File: config.mk
export PLATFORM = sky130hd
export DESIGN_NAME = inst_fetch_resp
export DESIGN_NICKNAME = d
export VERILOG_FILES = /design/src/rtl/inst_fetch_resp.sv
export SDC_FILE = /design/constraint.sdc
export NUM_CORES = 1
export LEC_CHECK = 0
export ABC_AREA = 1
export CAP_MARGIN = 20
export CORE_ASPECT_RATIO = 0.5
export CORE_MARGIN = 5
export CORE_UTILIZATION = 30
export CTS_CLUSTER_DIAMETER = 30
export DETAILED_ROUTE_END_ITERATION = 10
export PLACE_DENSITY = 0.55
export SYNTH_ARGS = -nofsm -noshare
export SYNTH_HDL_FRONTEND = slang
export SYNTH_SLANG_ARGS = --single-unit
export TNS_END_PERCENT = 5
File: constraint.sdc
create_clock -name clk -period 5.3 [get_ports clk]
set_input_delay 1.06 -clock clk [delete_from_list [all_inputs] [get_ports clk]]
set_output_delay 1.06 -clock clk [all_outputs]
set_load 0.01 [all_outputs]
File: src/rtl/inst_fetch_resp.sv
`default_nettype none
// ============================================================================
// Module : inst_fetch_resp
// Fetch responder with a single-line buffer; misses refill the whole line over
// a req/ack memory port. Option FETCH_PERF_EN adds saturating hit/miss counts.
// Rev    : 1.0
// ============================================================================
module inst_fetch_resp #(
  parameter int ADDR_W     = 32,
  parameter int DATA_W     = 32,
  parameter int LINE_WORDS = 4
) (
  input  logic              clk,
  input  logic              rst,
  input  logic              ce,
  input  logic [ADDR_W-1:0] pc,
  input  logic              flush,
  output logic [DATA_W-1:0] inst,
  output logic              inst_valid,
  output logic              stallreq,
  output logic              mem_req,
  output logic [ADDR_W-1:0] mem_addr,
  input  logic              mem_ack,
  input  logic [DATA_W-1:0] mem_rdata
`ifdef FETCH_PERF_EN
  ,
  output logic [31:0]       hit_cnt,
  output logic [31:0]       miss_cnt
`endif
);

  localparam int IDX_W = $clog2(LINE_WORDS);
  localparam int OFF_W = IDX_W + 2;
  localparam int TAG_W = ADDR_W - OFF_W;
  localparam logic [IDX_W-1:0] c_last_beat = IDX_W'(LINE_WORDS - 1);

  typedef enum logic [1:0] {
    S_IDLE  = 2'd0,
    S_FILL  = 2'd1,
    S_ABORT = 2'd2
  } state_t;

  state_t            r_state, w_state_nxt;
  logic              r_line_valid, w_line_valid_nxt;
  logic [TAG_W-1:0]  r_tag, w_tag_nxt;
  logic [TAG_W-1:0]  r_miss_tag, w_miss_tag_nxt;
  logic [IDX_W-1:0]  r_beat, w_beat_nxt, w_beat_inc;
  logic              r_req, w_req_nxt;
  logic [ADDR_W-1:0] r_addr, w_addr_nxt;
  logic [DATA_W-1:0] r_buf [LINE_WORDS];

  logic [TAG_W-1:0]  w_tag;
  logic [IDX_W-1:0]  w_idx;
  logic              w_hit;
  logic              w_buf_we;
  logic              w_miss_start;
  logic              w_unused_pc;

  assign w_tag       = pc[ADDR_W-1:OFF_W];
  assign w_idx       = pc[OFF_W-1:2];
  assign w_unused_pc = &{1'b0, pc[1:0]};
  assign w_beat_inc  = r_beat + IDX_W'(1);

  assign w_hit      = ce & r_line_valid & (w_tag == r_tag) & (r_state == S_IDLE);
  assign inst       = w_hit ? r_buf[w_idx] : '0;
  assign inst_valid = w_hit;
  // Gated by rst so a held-off pipeline never sees a stall while in reset.
  assign stallreq   = rst & ce & ~w_hit;
  assign mem_req    = r_req;
  assign mem_addr   = r_addr;

  always_comb begin
    w_state_nxt      = r_state;
    w_line_valid_nxt = r_line_valid;
    w_tag_nxt        = r_tag;
    w_miss_tag_nxt   = r_miss_tag;
    w_beat_nxt       = r_beat;
    w_req_nxt        = r_req;
    w_addr_nxt       = r_addr;
    w_buf_we         = 1'b0;
    w_miss_start     = 1'b0;
    unique case (r_state)
      S_IDLE: begin
        if (flush) begin
          w_line_valid_nxt = 1'b0;
        end else if (ce && !w_hit) begin
          w_miss_tag_nxt = w_tag;
          w_beat_nxt     = '0;
          w_req_nxt      = 1'b1;
          w_addr_nxt     = {w_tag, {OFF_W{1'b0}}};
          w_state_nxt    = S_FILL;
          w_miss_start   = 1'b1;
        end
      end
      S_FILL: begin
        if (mem_ack) begin
          w_buf_we = 1'b1;
          if (flush) begin
            // The beat in flight just landed, so there is nothing left to drain.
            w_req_nxt        = 1'b0;
            w_line_valid_nxt = 1'b0;
            w_beat_nxt       = '0;
            w_state_nxt      = S_IDLE;
          end else if (r_beat == c_last_beat) begin
            w_req_nxt        = 1'b0;
            w_line_valid_nxt = 1'b1;
            w_tag_nxt        = r_miss_tag;
            w_beat_nxt       = '0;
            w_state_nxt      = S_IDLE;
          end else begin
            w_beat_nxt = w_beat_inc;
            // Rebuilding from the tag keeps the walk inside the line at the top of memory.
            w_addr_nxt = {r_miss_tag, w_beat_inc, 2'b00};
          end
        end else if (flush) begin
          w_state_nxt = S_ABORT;
        end
      end
      S_ABORT: begin
        if (mem_ack) begin
          w_req_nxt        = 1'b0;
          w_line_valid_nxt = 1'b0;
          w_beat_nxt       = '0;
          w_state_nxt      = S_IDLE;
        end
      end
      default: begin
        w_state_nxt = S_IDLE;
      end
    endcase
  end

  always_ff @(posedge clk or negedge rst) begin
    if (!rst) begin
      r_state      <= S_IDLE;
      r_line_valid <= 1'b0;
      r_tag        <= '0;
      r_miss_tag   <= '0;
      r_beat       <= '0;
      r_req        <= 1'b0;
      r_addr       <= '0;
    end else begin
      r_state      <= w_state_nxt;
      r_line_valid <= w_line_valid_nxt;
      r_tag        <= w_tag_nxt;
      r_miss_tag   <= w_miss_tag_nxt;
      r_beat       <= w_beat_nxt;
      r_req        <= w_req_nxt;
      r_addr       <= w_addr_nxt;
    end
  end

  always_ff @(posedge clk) begin
    if (w_buf_we) begin
      r_buf[r_beat] <= mem_rdata;
    end
  end

`ifdef FETCH_PERF_EN
  logic [31:0] r_hit_cnt;
  logic [31:0] r_miss_cnt;

  always_ff @(posedge clk or negedge rst) begin
    if (!rst) begin
      r_hit_cnt  <= '0;
      r_miss_cnt <= '0;
    end else begin
      if (w_hit && !flush && (r_hit_cnt != 32'hFFFF_FFFF)) begin
        r_hit_cnt <= r_hit_cnt + 32'd1;
      end
      if (w_miss_start && (r_miss_cnt != 32'hFFFF_FFFF)) begin
        r_miss_cnt <= r_miss_cnt + 32'd1;
      end
    end
  end

  assign hit_cnt  = r_hit_cnt;
  assign miss_cnt = r_miss_cnt;
`endif

endmodule
`default_nettype wire

# Word level (Yosys, flattened, before mapping)
# Memories as Yosys holds them, arrays and structs flattened.
# Cells that the tools add are included.
[word_totals] reg_bits=94 ramBits=128 output_inout_bits=67 wordCells=78 memories=1
[classes] n_addsub=1 n_eq_ne=13 mux=37 bitwise=7 reduce_logical=12
[mem_list] name="r_buf" depth=4 width=32 rd=1 rd_ports_with_merged_regs=0 write_ports=1 line="50" source="logic [DATA_W-1:0] r_buf [LINE_WORDS];"
[ops] op="32-bit two-way mux" count=6
[ops] op="32-bit one-hot mux with 2 select lines" count=1
[ops] op="28-bit equality test" count=1
[ops] op="2-bit two-way mux" count=12
[ops] op="5-bit AND reduction" count=3
[ops] op="1-bit two-way mux" count=14
[ops] op="2-bit inequality test (second input constant)" count=6
[ops] op="2-bit one-hot mux with 3 select lines" count=2
[ops] op="6-bit AND reduction" count=2
[ops] op="3-bit inequality test (second input constant)" count=2
[ops] op="1-bit one-hot mux with 3 select lines" count=2
[ops] op="1-bit bitwise AND" count=5
[ops] op="2-bit equality test (second input constant)" count=2
[ops] op="4-bit AND reduction" count=1
[ops] op="3-bit AND reduction" count=1
[ops] op="3-bit nonzero test" count=1
[ops] op="2-bit by 1-bit adder with 2-bit output (second input constant)" count=1
[ops] op="2-bit by 1-bit equality test with 1-bit output (second input constant)" count=1
[ops] op="2-bit zero test" count=1
[ops] op="2-bit by 1-bit inequality test with 1-bit output (second input constant)" count=1
[ops] op="1-bit inverter" count=2
[ops] op="2-bit nonzero test" count=1
[ops] op="1-bit logical AND" count=1
[ops] op="1-bit zero test" count=1

# Logic depth before layout (Yosys ltp)
[depth] word_depth=8 ltp_mapped=16 depth_no_buf=15

# Least setup slack after synthesis
# Ideal clock, no wire load.
[synth_timing] path_type="in2out" from="in pc[2]" to="out inst[23]" arrival_ps=2058 required_ps=4240 path_slack_ps=2182 path_stages=6 path_buffers=2 path_cell_list="clkbuf_1 > clkbuf_1 > nor2_1 > nor2_1 > o21ai_0 > a21oi_1"
[synth_between] elab_chain_cells=2
[synth_lines] element="start: declaration" line="16" source="input logic [ADDR_W-1:0] pc,"
[synth_lines] element="memory read 4 x 32 bit"
[synth_lines] element="32-bit two-way mux" line="65" source="assign inst = w_hit ? r_buf[w_idx] : '0;"
[synth_lines] element="end: declaration" line="18" source="output logic [DATA_W-1:0] inst,"
# No other way between the ends.

# Worst setup path in the final report
[layout_timing] from="in pc[18]" to="out inst[30]"
[layout_between] elab_chain_cells=4
[layout_lines] element="28-bit equality test" line="64" source="assign w_hit = ce & r_line_valid & (w_tag == r_tag) & (r_state == S_IDLE);"
[layout_lines] element="1-bit bitwise AND (2 in a row)" line="64"
[layout_lines] element="32-bit two-way mux" line="65"
# No other way between the ends.

==> results_dict.tcl <==
set metrics [dict create \
    status "complete, no violations" \
    rsz0062_at_grt "false" \
    numCtsBuffers 36 \
    synth_seq_cells 220 \
    die_w_um 261 \
    reg2regPathDepth 15 \
    port_buffers 131 \
    fin_tns_setup_ns 0 \
    clk_latency_ns 0.51 \
    die_height_um 135 \
    yosysSeqAreaShare_pct 65.1 \
    critPathArrivalTime_ns 3.60 \
    critPathLaunchType "input port" \
    crit_required_ns 4.24 \
    leakage_nw 5.01 \
    synth_top_cell_area_share_pct 40.7 \
    overflow 0 \
    drtPass1Iterations 5 \
    dieArea_um2 35300 \
    ios 136 \
    reg2reg_setup_slack_ns 2.23 \
    mostFrequentLayoutCells "nand2_1 (242), nor2_1 (149), o21ai_0 (129), clkdlybuf4s50_1 (129), edfxtp_1 (128)" \
    period_share_pct 88.0 \
    cts_tree "built" \
    rows 45 \
    ys_warn_count 0 \
    r2r_start "r_state[0]" \
    hold_path.startpoint "mem_addr[13]" \
    ys_top_cells_by_area "edfxtp_1 (41%), dfrtp_1 (24%), nand2_1 (9.7%)" \
    skew_ns 0.0122 \
    path_clk_slew_ns 0.05 \
    antenna_cells 0 \
    antenna_found_initial 0 \
    final_nets 1181 \
    cts_root_buf "clkbuf_16" \
    maxCapViolations 0 \
    yosysTopAreaCell "edfxtp_1" \
    post_drt_via_cell_ratio 4.42 \
    cts_resized 0 \
    coreArea_um2 30700 \
    cp-end-kind "output port" \
    min_path_type "register to register" \
    crit_start "pc[18]" \
    synth_cell_types 26 \
    fmax_mhz 214 \
    ant_nets 0 \
    hold_viol 0 \
    powerDensity_nw_per_um2 484 \
    clk_path_buf_depth 3 \
    crit_type "input port to output port" \
    routabilityCongestion 0.731 \
    grt_max_degree 57 \
    syn_to_final_growth_pct 31.8 \
    htreeDepth 2 \
    hpwl_mm 14.6 \
    dp_cells 1488 \
    syn_avg_cell_area_um2 9.76 \
    grt_pass1_vias 6932 \
    vias 6858 \
    ys.flop_type "edfxtp_1" \
    routed_wl_mm 23.8 \
    cp_max_fo 15 \
    synth-edff-count 128 \
    drc 0 \
    grtUsageTotal_pct 13.5 \
    final_layout_size_suffix_gt1_share_pct 8.05 \
    hold_buffers 0 \
    synth-async-reset-ratio_pct 41.8 \
    finalNonFillerCells 1553 \
    post_cts_buffers 0 \
    p_total_mw 6.01 \
    worst_r2r_endpoint "mem_addr[16]" \
    endpoint "inst[30]" \
    grt_pass1_wl_mm 37.6 \
    drv_slew 0 \
    dr.first_iter.drc_count 376 \
    synth_cells 967 \
    wire_per_inst_um 15.3 \
    start_util_pct 30.8 \
    final_common_cell "nand2_1" \
    syn_area_um2 9440 \
    clock-sinks 220 \
    report.final.setup_viol 0 \
    whs_ns 0.479 \
    finalCriticalPeriod_ns 4.66 \
    relSlewSlack_pct 33.3 \
    tightest_slew_ns 0.997 \
    peakVddDrop_mv 0.206 \
]
critical path, cell delays in order:
cell and delay, ns:
clkdlybuf4s50_1 0.50, inv_1 0.08, nand2_1 0.06, nand2_1 0.04, inv_1 0.04, nand2_1 0.05
nor2_1 0.18, nand2_1 0.08, nor2_1 0.12, nand2_2 0.28, buf_4 0.32, a21oi_1 0.19
clkdlybuf4s50_1 0.57
logic make-up after synthesis:
kind of cell / Yosys count / synth area share, %
AOI/OAI and AO/OA: 189 / 10.2
DFF: 220 / 65.1
and+or+nand+nor: 408 / 16.6
buffers and inverters: 126 / 5.66
other: 1 / 0.0397
xor gates and xnor gates: 15 / 1.39
adders and majority gates: 8 / 1.06
power breakdown:
part	internal, mW	switching [mW]
combinational	0.543	0.826
clock	1.51	0.805
sequential	2.18	0.149
total	4.23	1.78
worst min-delay path by stage:
stage                        end  slack, ns  depth (start not counted)
detailed placement  mem_addr[22]       0.46                          2
CTS                 mem_addr[14]       0.48                          2
floorplan              r_tag[16]       0.47                          2
global placement    mem_addr[21]       0.47                          2
global route        mem_addr[25]       0.49                          2
finish              mem_addr[13]       0.48                          2
through the flow:
| stage | setup WS (ns) | utilization [%] | area, um^2 |
|---|---|---|---|
| floorplan | 2.18 | - | 9440 |
| global placement | 0.554 | 36.4 | 11200 |
| detailed placement | 0.608 | 36.5 | 11200 |
| CTS | 0.590 | 40.4 | 12400 |
| global route | 0.453 | 40.5 | 12400 |
| finish | 0.635 | 40.5 | 12400 |
Yosys cell counts, drive strengths merged, types with 5 or more instances:
library cell  number
nand4              6
nor2             153
ha                 8
inv               76
o21ai            152
xor2               5
buf               17
xnor2             10
edfxtp           128
a21oi             35
dfrtp             92
nand2            247
clkbuf            32
state kept, by name (all words and copies together) (netlist names):
register and count:
mem_req 1, mem_addr 30, r_miss_tag 28, r_state 2
r_beat 2, r_tag 28, r_buf 128, r_line_valid 1
layer usage:
metal	vias to the layer above	GRT usage (%)	wire length, um
met5	-	0	0
met4	0	3.96	357
met3	33	3.37	931
met2	90	23.6	11900
met1	3299	16.6	10600
li1	3436	-	-
final cells by class:
type                            instances  area (um^2)
Clock buffer                           46         1020
Inverter                               77          289
Tap cell                              423          529
Clock inverter                         18          196
Sequential cell                       220         6150
Multi-Input combinational cell        622         2800
Fill cell                            2935        18300
Timing Repair Buffer                  147         1460
Note: power is estimated with default switching activity, not from simulation.
